$ cat src/rtl/crc_frame_tx.sv
// Serial CRC-8 frame transmitter: payload MSB first, then CRC-8 over the payload bits.
// Optional 8'h7E preamble ahead of the payload when CRC_TX_PREAMBLE_EN is defined.
module crc_frame_tx #(
  parameter int         DATA_W = 16,
  parameter logic [7:0] POLY   = 8'h07,
  parameter logic [7:0] INIT   = 8'h00
) (
  input  logic              Clk,
  input  logic              Reset,
  input  logic              Tick,
  input  logic              Start,
  input  logic [DATA_W-1:0] Data,
  output logic              Ready,
  output logic              TxBit,
  output logic              TxValid,
  output logic              Done
);

  localparam int MAXW = (DATA_W > 8) ? DATA_W : 8;
  localparam int CW   = $clog2(MAXW) + 1;
  localparam logic [CW-1:0] LAST_DATA = CW'(DATA_W - 1);
  localparam logic [CW-1:0] LAST_BYTE = CW'(7);

`ifdef CRC_TX_PREAMBLE_EN
  localparam logic [7:0] PREAMBLE = 8'h7E;
  typedef enum logic [1:0] {S_IDLE, S_PRE, S_DATA, S_CRC} state_t;
`else
  typedef enum logic [1:0] {S_IDLE, S_DATA, S_CRC} state_t;
`endif

  state_t            state, state_n;
  logic [DATA_W-1:0] shreg, shreg_n, shifted;
  logic [7:0]        crc, crc_n, crc_upd;
  logic [CW-1:0]     cnt, cnt_n, cnt_dec;
  logic              ready, ready_n;
  logic              tx_bit, bit_n;
  logic              tx_valid, valid_n;
  logic              done, done_n;
  logic              fb;

  always_ff @(posedge Clk or posedge Reset) begin
    if (Reset) begin
      state    <= S_IDLE;
      shreg    <= '0;
      crc      <= INIT;
      cnt      <= '0;
      ready    <= 1'b1;
      tx_bit   <= 1'b0;
      tx_valid <= 1'b0;
      done     <= 1'b0;
    end else begin
      state    <= state_n;
      shreg    <= shreg_n;
      crc      <= crc_n;
      cnt      <= cnt_n;
      ready    <= ready_n;
      tx_bit   <= bit_n;
      tx_valid <= valid_n;
      done     <= done_n;
    end
  end

  always_comb begin
    state_n = state;
    shreg_n = shreg;
    crc_n   = crc;
    cnt_n   = cnt;
    ready_n = ready;
    bit_n   = tx_bit;
    valid_n = tx_valid;
    done_n  = 1'b0;
    // The bit being consumed by this Tick is the one currently on the line.
    fb      = tx_bit ^ crc[7];
    crc_upd = {crc[6:0], 1'b0} ^ (fb ? POLY : 8'h00);
    shifted = shreg << 1;
    cnt_dec = cnt - 1'b1;
    case (state)
      S_IDLE: begin
        if (Start) begin
          shreg_n = Data;
          crc_n   = INIT;
          ready_n = 1'b0;
          valid_n = 1'b1;
`ifdef CRC_TX_PREAMBLE_EN
          state_n = S_PRE;
          cnt_n   = LAST_BYTE;
          bit_n   = PREAMBLE[7];
`else
          state_n = S_DATA;
          cnt_n   = LAST_DATA;
          bit_n   = Data[DATA_W-1];
`endif
        end
      end
`ifdef CRC_TX_PREAMBLE_EN
      S_PRE: begin
        if (Tick) begin
          if (cnt == '0) begin
            state_n = S_DATA;
            cnt_n   = LAST_DATA;
            bit_n   = shreg[DATA_W-1];
          end else begin
            cnt_n = cnt_dec;
            bit_n = PREAMBLE[cnt_dec[2:0]];
          end
        end
      end
`endif
      S_DATA: begin
        if (Tick) begin
          crc_n = crc_upd;
          if (cnt == '0) begin
            state_n = S_CRC;
            cnt_n   = LAST_BYTE;
            bit_n   = crc_upd[7];
          end else begin
            cnt_n   = cnt_dec;
            shreg_n = shifted;
            bit_n   = shifted[DATA_W-1];
          end
        end
      end
      S_CRC: begin
        // CRC bits are selected by index so the register keeps the final checksum.
        if (Tick) begin
          if (cnt == '0) begin
            state_n = S_IDLE;
            valid_n = 1'b0;
            bit_n   = 1'b0;
            done_n  = 1'b1;
            ready_n = 1'b1;
          end else begin
            cnt_n = cnt_dec;
            bit_n = crc[cnt_dec[2:0]];
          end
        end
      end
      default: state_n = S_IDLE;
    endcase
  end

  assign Ready   = ready;
  assign TxBit   = tx_bit;
  assign TxValid = tx_valid;
  assign Done    = done;

endmodule

$ cat config.mk
export PLATFORM = sky130hd
export DESIGN_NAME = crc_frame_tx
export DESIGN_NICKNAME = d
export VERILOG_FILES = /design/src/rtl/crc_frame_tx.sv
export SDC_FILE = /design/constraint.sdc
export NUM_CORES = 1
export LEC_CHECK = 0
export BUFFER_PORTS_ARGS = -buffer_cell sky130_fd_sc_hd__buf_2
export CORE_ASPECT_RATIO = 1.25
export CORE_MARGIN = 3
export CORE_UTILIZATION = 40
export DETAILED_ROUTE_END_ITERATION = 16
export GPL_TIMING_DRIVEN = 0
export SKIP_LAST_GASP = 1
export SLEW_MARGIN = 20
export SYNTH_ARGS = -nofsm -noshare
export SYNTH_HDL_FRONTEND = slang
export SYNTH_SLANG_ARGS = --single-unit
$ cat constraint.sdc
create_clock -name Clk -period 2.5 [get_ports Clk]
set_clock_uncertainty 0.2 [all_clocks]
set_input_delay 0.375 -clock Clk [delete_from_list [all_inputs] [get_ports Clk]]
set_output_delay 0.375 -clock Clk [all_outputs]
set_load 0.1 [all_outputs]
==> results of run 1 <==
cell type report:
cell class / count / area [µm²] / share of cell area, %
multi-input combinational: 118 / 903.4 / 41.35
sequential: 34 / 852.1 / 39.00
timing repair buffer: 23 / 115.1 / 5.269
clock buffer: 6 / 82.58 / 3.780
tap: 58 / 72.57 / 3.322
buffer: 10 / 61.31 / 2.806
clock inverter: 2 / 60.06 / 2.749
inverter: 10 / 37.54 / 1.718
registers in the layout (all words and copies together), names as in the netlist:
register / cells
shreg: 15
TxValid: 1
Done: 1
Ready: 1
TxBit: 1
crc: 8
state: 2
cnt: 5
stage by stage:
stage               hold WS (ps)  util [%]  worst slack [ps]  cells
global route               50.87     49.36             59.24    261
global placement           299.1     46.14             313.4    253
finish                    -8.939     49.36             265.1    261
floorplan                  282.8         -             492.8    172
detailed placement         303.5     46.14             281.5    253
CTS                        17.62     49.36             280.3    261
metal layers:
layer	GRT usage, %	wire length, µm
met5	0	0
met4	6.897	70
met3	3.518	147
met2	27.38	1966
met1	17.71	1642
where the power goes:
part	switching, W	internal, W
logic	0.000694	0.000559
clock network	0.000215	0.000426
registers	0.000165	0.000764
kinds of logic (layout without fill, tap and decap cells):
group	Yosys count	count (layout)
buffers and inverters	20	51
muxes	19	19
adders and majority gates	7	7
xor gates and xnor gates	4	4
DFF	34	34
AOI/OAI and AO/OA	51	51
and+or+nand+nor	37	37
placed cells by master (no fill, tap or decap), drive strengths merged, types with 2 or more instances in the layout:
cell type   n
a21oi      18
mux2i      16
o2111ai     2
ha          7
nand2       4
clkbuf      7
and3        2
mux4        2
buf        32
o22a        3
o21ai       7
dfrtp      33
nor3        2
nor2       23
a22o        9
nand2b      2
a21o        3
bufinv      2
inv        10
xor2        4
worst paths after layout:
kind / startpoint / endpoint / slack, ps / cells past startpoint
max: state[0] / cnt[1] / 270 / 7
min: Reset / shreg[10] / -9 / 2
min reg2reg: crc[5] / crc[6] / 320 / 1
max reg2reg: state[0] / cnt[1] / 270 / 7
max in group asynchronous: Reset / shreg[13] / 1630 / 2
min in group Clk: Data[0] / shreg[0] / 130 / 3
Yosys cell counts, drive strengths merged (2+ instances only):
library cell / n
dfrtp: 33
nor2: 23
a21oi: 18
mux2i: 16
inv: 10
a22o: 9
buf: 9
ha: 7
o21ai: 7
nand2: 4
xor2: 4
a21o: 3
o22a: 3
and3: 2
mux4: 2
nand2b: 2
nor3: 2
o2111ai: 2
critical path: stages (launching register included):
cell and delay [ps]:
dfrtp_1 400, inv_1 100, ha_1 250, nor2b_1 140, buf_2 180, nor3_1 460, nand3_1 190, o22a_1 210
==> run_results.csv, run 1 <==
group,metric,value,unit
outcome,status,"finished with violations",
outcome,violations,"negative hold slack",
drt,routedWlPerCell,14.66,µm
timing,fin_crit,2235,ps
critical_path,cp-end-kind,"register",
final_layout,area_delta_synth_final,17.81,%
drt,wl,3827,µm
clock_tree,cts_tree,"yes",
final_layout,final_nets,229,
timing,worst-slew-pin-transition,722.2,ps
die,initial_core_util,41.90,%
synth,synth_mux_area_share,11.67,%
timing,rsz0062_at_grt,"no",
drt,vias_per_cell,5.368,
timing,period_share,89.40,%
global_routing,grt_pass1_wl,6506,µm
power_and_ir_drop,ir_worst_vdd,762.4,µV
synth,synthTopCellsByArea,"dfrtp_1 (45%), mux2i_1 (8.6%), ha_1 (4.7%)",
timing,setup_tns,0,ps
final_layout,fin_area,0.002185,mm²
timing,hold_slack,-8.939,ps
die,io_pins,24,
placement,place_congestion,0.7902,
power_and_ir_drop,powerDensity,1292,mW/mm²
drt,remaining_drc_errors,0,
global_routing,grt_max_degree,35,
timing,final_hold_viol_count,3,
placement,hpwlAfterDp,2771,µm
drt,antenna_left,0,
timing,maxSlewViolCount,0,
clock_tree,ctsResizeCount,0,
power_and_ir_drop,leakage,1.053,nW
synth,yosysWarnings,0,
clock_tree,clockRootBuffer,"clkbuf_8",
synth,synth-seq-cells,34,
synth,synthSimpleGateAreaFrac,9.987,%
clock_tree,numCtsBuffers,5,
clock_tree,clockBufferDepth,2,
synth,synth_edf_count,0,
synth,synthFlopType,"dfrtp_1",
global_routing,antenna_found_initial,0,
die,rows,27,
final_layout,diodes,0,
clock_tree,worstSkewPairLatency,290,ps
global_routing,gr-total-overflow,0,
drt,vias,1401,
synth,synthAdderAreaFrac,4.723,%
clock_tree,clk_pin_slew,80,ps
drt,drt_pass1_iterations,4,
synth,seq_area_frac_synth,45.95,%
clock_tree,ctsHoldBuffers,0,
power_and_ir_drop,finalPower,0.002822,W
final_layout,drive_above_1_share,26.11,%
job,maxCapViolations,0,
placement,portBuffers,23,
global_routing,grt_pass1_vias,1451,
critical_path,crit_fanout,9,
clock_tree,htree_num_levels,2,
synth,synth_xor_area_share,1.889,%
worst_hold_path,hold_class,"in -> async",
synth,yosys.area.top_type,"dfrtp_1",
critical_path,cp_data_arrival_time,2220,ps
critical_path,crit_type,"reg -> reg",
synth,syn-num-nets,199,
synth,synthCells,172,
die,die_area,0.005493,mm²
critical_path,cp.required,2480,ps
timing,setup_viol,0,
synth,postSynth.asyncResetShare,100.0,%
timing,max_freq,0.4474,GHz
placement,dpl_cell_area,0.002042,mm²
synth,synth_area,0.001854,mm²
die,die_w,66.90,µm
die,die_y,82.12,µm
synth,synth_top_family_by_area,"compound AO/OA/AOI/OAI gates",
drt,drt_iter0_markers,40,
synth,synth.distinct_cells,38,
synth,synth.top_cell.area_share,44.53,%
critical_path,cp-start-kind,"register",
global_routing,gr-usage-all-layers,15.48,%
clock_tree,post_cts_buffers,0,
timing,slew_headroom,51.79,%
clock_tree,cts_num_sinks,34,
die,core-area,0.004425,mm²
synth,avgSynthCellArea,10.78,µm²
final_layout,fill_cells,410,
synth,synth_compound_area_share,20.45,%
No activity file was read; power rests on OpenSTA's default activity.
==> run 2, diff against run 1 <==
==> constraint.sdc (replaced) <==
create_clock -name Clk -period 2.1 [get_ports Clk]
set_clock_uncertainty 0.2 [all_clocks]
set_input_delay 0.315 -clock Clk [delete_from_list [all_inputs] [get_ports Clk]]
set_output_delay 0.315 -clock Clk [all_outputs]
set_load 0.1 [all_outputs]
==> run 2 against run 1 <==
The run now ends clean. Die area did not move. Highest routed layer unchanged. Core utilization rose by 2.4 points. First-iteration DRC count rose by 2.5%. Setup slack got worse by 210 ps. Sequential share of layout area fell by 1.8 points. Fmax rose by 9.5%. Flip-flop and latch count did not move. Power rose by 25%. Global-route usage rose by 0.086 points. Via count rose by 3.0%. Critical path depth did not move. Combinational power rose by 34%.
==> run_results.csv, run 2 (synthesis gave the netlist of run 1 again) <==
group,metric,value,unit
job,maxCapViolations,0,
placement,place_congestion,0.7902,
critical_path,cp-start-kind,"register",
final_layout,instances_no_fill,267,
critical_path,critPathBufInv,3,
timing,fin_ws,59.29,ps
timing,rsz0062_at_grt,"yes",
final_layout,final_nets,235,
placement,place_ws,-118.5,ps
drt,drt_iter0_markers,41,
timing,fin_crit,2041,ps
placement,dp.cells,253,
die,die_area,0.005493,mm²
final_layout,reg_top3,"shreg (15), crc (8), cnt (5)",
worst_hold_path,hold_class,"in -> reg",
drt,remaining_drc_errors,0,
global_routing,grt_max_degree,35,
die,die_y,82.12,µm
die,core-area,0.004425,mm²
global_routing,gr-usage-all-layers,15.57,%
final_layout,drive_above_1_share,32.06,%
drt,vias_per_cell,5.404,
timing,period_share,97.18,%
global_routing,antenna_found_initial,0,
drt,drt_pass1_iterations,4,
drt,antenna_left,0,
timing,slew_headroom,50.15,%
global_routing,gr-total-overflow,0,
critical_path,cp_cell_sequence,"inv_1 > ha_2 > nor2b_4 > a2111oi_4 > buf_4 > buf_4 > o22a_1",
power_and_ir_drop,ir_worst_vdd,883.4,µV
timing,setup_viol,0,
power_and_ir_drop,powerDensity,1543,mW/mm²
clock_tree,clockBufferDepth,2,
placement,hpwlAfterDp,2771,µm
die,io_pins,24,
final_layout,largest_register_ffs,15,
timing,max_freq,0.4900,GHz
power_and_ir_drop,leakage,1.100,nW
die,initial_core_util,41.90,%
critical_path,critical-path-slowest-cell,"dfrtp_1",
final_layout,final_cell_mix,"dfrtp_1 (32), buf_2 (25), nor2_1 (23), a21oi_1 (17), mux2i_1 (16)",
critical_path,cp_common_cell,"buf_4",
die,rows,27,
timing,worst-slew-pin-transition,746.7,ps
timing,final_hold_viol_count,0,
global_routing,grt_pass1_wl,6555,µm
final_layout,diodes,0,
clock_tree,clockRootBuffer,"clkbuf_8",
final_layout,final_common_cell,"dfrtp_1",
global_routing,grt_pass1_vias,1474,
drt,vias,1443,
drt,wl,4010,µm
critical_path,cp.required,2080,ps
clock_tree,clk_pin_slew,80,ps
drt,routedWlPerCell,15.02,µm
timing,setup_tns,0,ps
outcome,status,"finished clean",
clock_tree,worstSkewPairLatency,290,ps
clock_tree,cts_num_sinks,34,
clock_tree,numCtsBuffers,5,
die,die_w,66.90,µm
critical_path,crit_type,"reg -> reg",
critical_path,max_stage_delay,420,ps
timing,maxSlewViolCount,0,
critical_path,crit_fanout,9,
placement,portBuffers,23,
critical_path,cp-end-kind,"register",
final_layout,largest_register,"shreg",
critical_path,cp_data_arrival_time,2020,ps
critical_path,critPathTopFamily,"buffers and inverters",
clock_tree,htree_num_levels,2,
clock_tree,cts_tree,"yes",
final_layout,area_delta_synth_final,23.62,%
run 2: routing by layer:
| metal | vias to the layer above | wire length, µm | share of wire, % | GRT usage, % |
|---|---|---|---|---|
| met3 | 8 | 136 | 3.4 | 3.654 |
| met4 | 0 | 74 | 1.8 | 7.099 |
| li1 | 694 | - | - | - |
| met1 | 709 | 1720 | 43 | 17.71 |
| met2 | 32 | 2078 | 52 | 27.48 |
| met5 | - | 0 | 0 | 0 |
run 2: report_power, final:
group | switching, W | internal, W
Sequential | 0.000186 | 0.000912
Combinational | 0.000886 | 0.000793
Clock | 0.000254 | 0.000507
Total | 0.00133 | 0.00221
run 2: worst register-to-register path, cell delays in order (launching register included):
cell and delay (ps):
dfrtp_1 420, inv_1 130, ha_2 250, nor2b_4 340
a2111oi_4 110, buf_4 160, buf_4 130, o22a_1 190
run 2: final timing paths:
kind,start,slack (ps),endpoint,depth (start not counted)
worst max register to register,state[0],60,cnt[1],7
worst min register to register,crc[5],320,crc[6],1
max in group asynchronous,Reset,680,cnt[0],3
worst min-delay path,Data[0],70,shreg[0],3
worst max-delay path,state[0],60,cnt[1],7
min in group asynchronous,Reset,500,shreg[10],3
run 2: metrics by stage:
| step | area, µm² | hold slack (ps) | util (%) | total power [W] |
|---|---|---|---|---|
| 6_report | 2292 | 71.04 | 51.80 | 0.003537 |
| 3_3_place_gp | 2042 | 299.1 | 46.14 | 0.002552 |
| 5_1_grt | 2292 | 82.36 | 51.80 | 0.003766 |
| 4_1_cts | 2208 | 70.54 | 49.90 | 0.003408 |
| 3_5_place_dp | 2042 | 279.1 | 46.14 | 0.002614 |
| 2_1_floorplan | 1854 | 255.9 | - | 0.002285 |
run 2: timing repair:
| action | 4_1_cts | 5_1_grt |
|---|---|---|
| buffers inserted | 1 | 5 |
| gates cloned | 0 | 1 |
| setup endpoints to repair | 16 | 32 |
| pin swaps | 0 | 2 |
| hold endpoints to repair | 33 | 0 |
| resized for setup | 3 | 16 |
| hold buffers | 1 | 0 |
run 2: cell type report:
type	instances	area, µm²
well taps	58	72.57
fillers	400	2133
clock inverters	2	60.06
repair buffers	31	175.2
plain buffers	8	68.82
clock buffers	6	82.58
multi-input cells	118	942.2
inverters	10	37.54
flip-flops and latches	34	853.3
==> run 3, diff against run 2 <==
--- a/config.mk
+++ b/config.mk
@@ -11,6 +11,7 @@
 export CORE_UTILIZATION = 40
 export DETAILED_ROUTE_END_ITERATION = 16
 export GPL_TIMING_DRIVEN = 0
+export SETUP_SLACK_MARGIN = 0.1
 export SKIP_LAST_GASP = 1
 export SLEW_MARGIN = 20
 export SYNTH_ARGS = -nofsm -noshare
==> run 3 against run 2 <==
Non-clock buffer count rose by 10. Via count up 0.21%. Fmax is 1.7% higher. Critical path depth grew 2. Setup slack better by 34 ps. Design area up 6.4%. Critical endpoint is now shreg[14]. Clock power down 23%. Global-route usage up 0.74 points.
==> run_results.csv, run 3 (synthesis gave the netlist of run 1 again) <==
group,metric,value,unit
placement,hpwlAfterDp,2711,µm
job,maxCapViolations,0,
placement,portBuffers,23,
worst_hold_path,hold_class,"in -> reg",
global_routing,gr-usage-all-layers,16.30,%
outcome,status,"finished clean",
placement,place_ws,-114.2,ps
die,io_pins,24,
critical_path,crit_fanout,8,
drt,drt_iter0_markers,48,
drt,antenna_left,0,
power_and_ir_drop,leakage,1.144,nW
final_layout,final_common_cell,"dfrtp_1",
critical_path,cp.required,2070,ps
global_routing,antenna_found_initial,0,
timing,setup_viol,0,
timing,slew_headroom,51.67,%
timing,rsz0062_at_grt,"yes",
timing,fin_ws,93.63,ps
final_layout,final_nets,245,
global_routing,grt_pass1_wl,6748,µm
critical_path,cp_common_cell,"buf_6",
placement,place_congestion,0.7509,
clock_tree,numCtsBuffers,5,
critical_path,critical-path-slowest-cell,"dfrtp_1",
drt,remaining_drc_errors,0,
final_layout,largest_register_ffs,15,
final_layout,reg_top3,"shreg (15), crc (8), cnt (5)",
critical_path,cp-start-kind,"register",
timing,fin_crit,2006,ps
critical_path,cp_data_arrival_time,1980,ps
power_and_ir_drop,ir_worst_vdd,693.5,µV
drt,wl,4094,µm
clock_tree,cts_num_sinks,34,
final_layout,area_delta_synth_final,31.58,%
critical_path,critPathTopFamily,"buffers and inverters",
final_layout,final_cell_mix,"dfrtp_1 (32), buf_2 (23), nor2_1 (20), mux2i_1 (15), buf_4 (15)",
timing,period_share,95.54,%
global_routing,grt_pass1_vias,1475,
clock_tree,clk_pin_slew,70,ps
power_and_ir_drop,powerDensity,1509,mW/mm²
die,die_area,0.005493,mm²
critical_path,max_stage_delay,410,ps
clock_tree,worstSkewPairLatency,290,ps
critical_path,critPathBufInv,5,
drt,vias_per_cell,5.220,
timing,final_hold_viol_count,0,
final_layout,drive_above_1_share,40.18,%
final_layout,instances_no_fill,277,
drt,routedWlPerCell,14.78,µm
die,die_w,66.90,µm
timing,maxSlewViolCount,0,
die,core-area,0.004425,mm²
critical_path,crit_type,"reg -> reg",
clock_tree,clockRootBuffer,"clkbuf_8",
drt,drt_pass1_iterations,4,
drt,vias,1446,
global_routing,grt_max_degree,35,
global_routing,gr-total-overflow,0,
die,initial_core_util,41.90,%
final_layout,diodes,0,
critical_path,cp-end-kind,"register",
critical_path,cp_cell_sequence,"inv_2 > ha_4 > nor2b_4 > buf_6 > buf_4 > a221oi_4 > buf_6 > clkbuf_16 > a21oi_1",
timing,worst-slew-pin-transition,723.9,ps
clock_tree,clockBufferDepth,2,
clock_tree,cts_tree,"yes",
final_layout,largest_register,"shreg",
timing,max_freq,0.4984,GHz
placement,dp.cells,253,
die,die_y,82.12,µm
die,rows,27,
clock_tree,htree_num_levels,2,
## run 3: changes by cell type in the layout (fill, tap and decap cells not counted), sizes merged
cell | previous run | this run
buf | 36 | 46
bufinv | 2 | 1
clkbuf | 8 | 9
## run 3: final timing paths
kind | start | end | slack, ps | cells past startpoint
max | state[0] | shreg[14] | 90 | 9
min | Data[0] | shreg[0] | 80 | 3
max reg2reg | state[0] | shreg[14] | 90 | 9
min reg2reg | shreg[4] | shreg[4] | 330 | 2
max in group asynchronous | Reset | cnt[0] | 690 | 3
min in group asynchronous | Reset | shreg[13] | 490 | 3
## run 3: area by class of cell
cell class | count | area [µm²]
timing repair buffer | 40 | 262.8
tap | 58 | 72.57
buffer | 9 | 101.3
multi-input combinational | 118 | 1006
sequential | 34 | 853.3
clock inverter | 1 | 30.03
fill | 394 | 1986
inverter | 10 | 37.54
clock buffer | 7 | 76.32
## run 3: power by group
| part | total, W | internal, W | switching [W] |
|---|---|---|---|
| sequential | 0.00109 | 0.000912 | 0.000180 |
| combinational | 0.00200 | 0.00101 | 0.000992 |
| clock | 0.000588 | 0.000355 | 0.000233 |
| total | 0.00368 | 0.00228 | 0.00141 |
## run 3: repair_timing
item                       4_1_cts  5_1_grt
buffers inserted                 5       11
hold endpoints to repair        33        0
setup endpoints to repair       32       30
resized for setup               16       29
cloned                           1        1
pin swaps                        1        5
hold buffers                     1        0
## run 3: through the flow
stage | hold WS (ps) | power (W) | TNS [ps] | util [%] | area, µm²
2_1_floorplan | 255.9 | 0.002287 | 0 | - | 1854
3_3_place_gp | 299.8 | 0.002550 | -243.6 | 46.14 | 2042
3_5_place_dp | 278.5 | 0.002595 | -503.7 | 46.14 | 2042
4_1_cts | 80.13 | 0.003352 | 0 | 50.89 | 2252
5_1_grt | 84.99 | 0.003953 | 0 | 55.13 | 2440
6_report | 84.50 | 0.003682 | 0 | 55.13 | 2440
## run 3: worst reg2reg max path, stage by stage, from the launching register on
cell and delay (ps):
dfrtp_1 410, inv_2 80, ha_4 180, nor2b_4 120, buf_6 130, buf_4 140, a221oi_4 250, buf_6 190
clkbuf_16 140, a21oi_1 60
## run 3: layer usage
metal	wire, µm	share of wire (%)	track usage (%)
met1	1756	43	18.72
met4	52	1.3	5.680
met2	2115	52	28.57
met5	0	0	0
met3	168	4.1	5.007
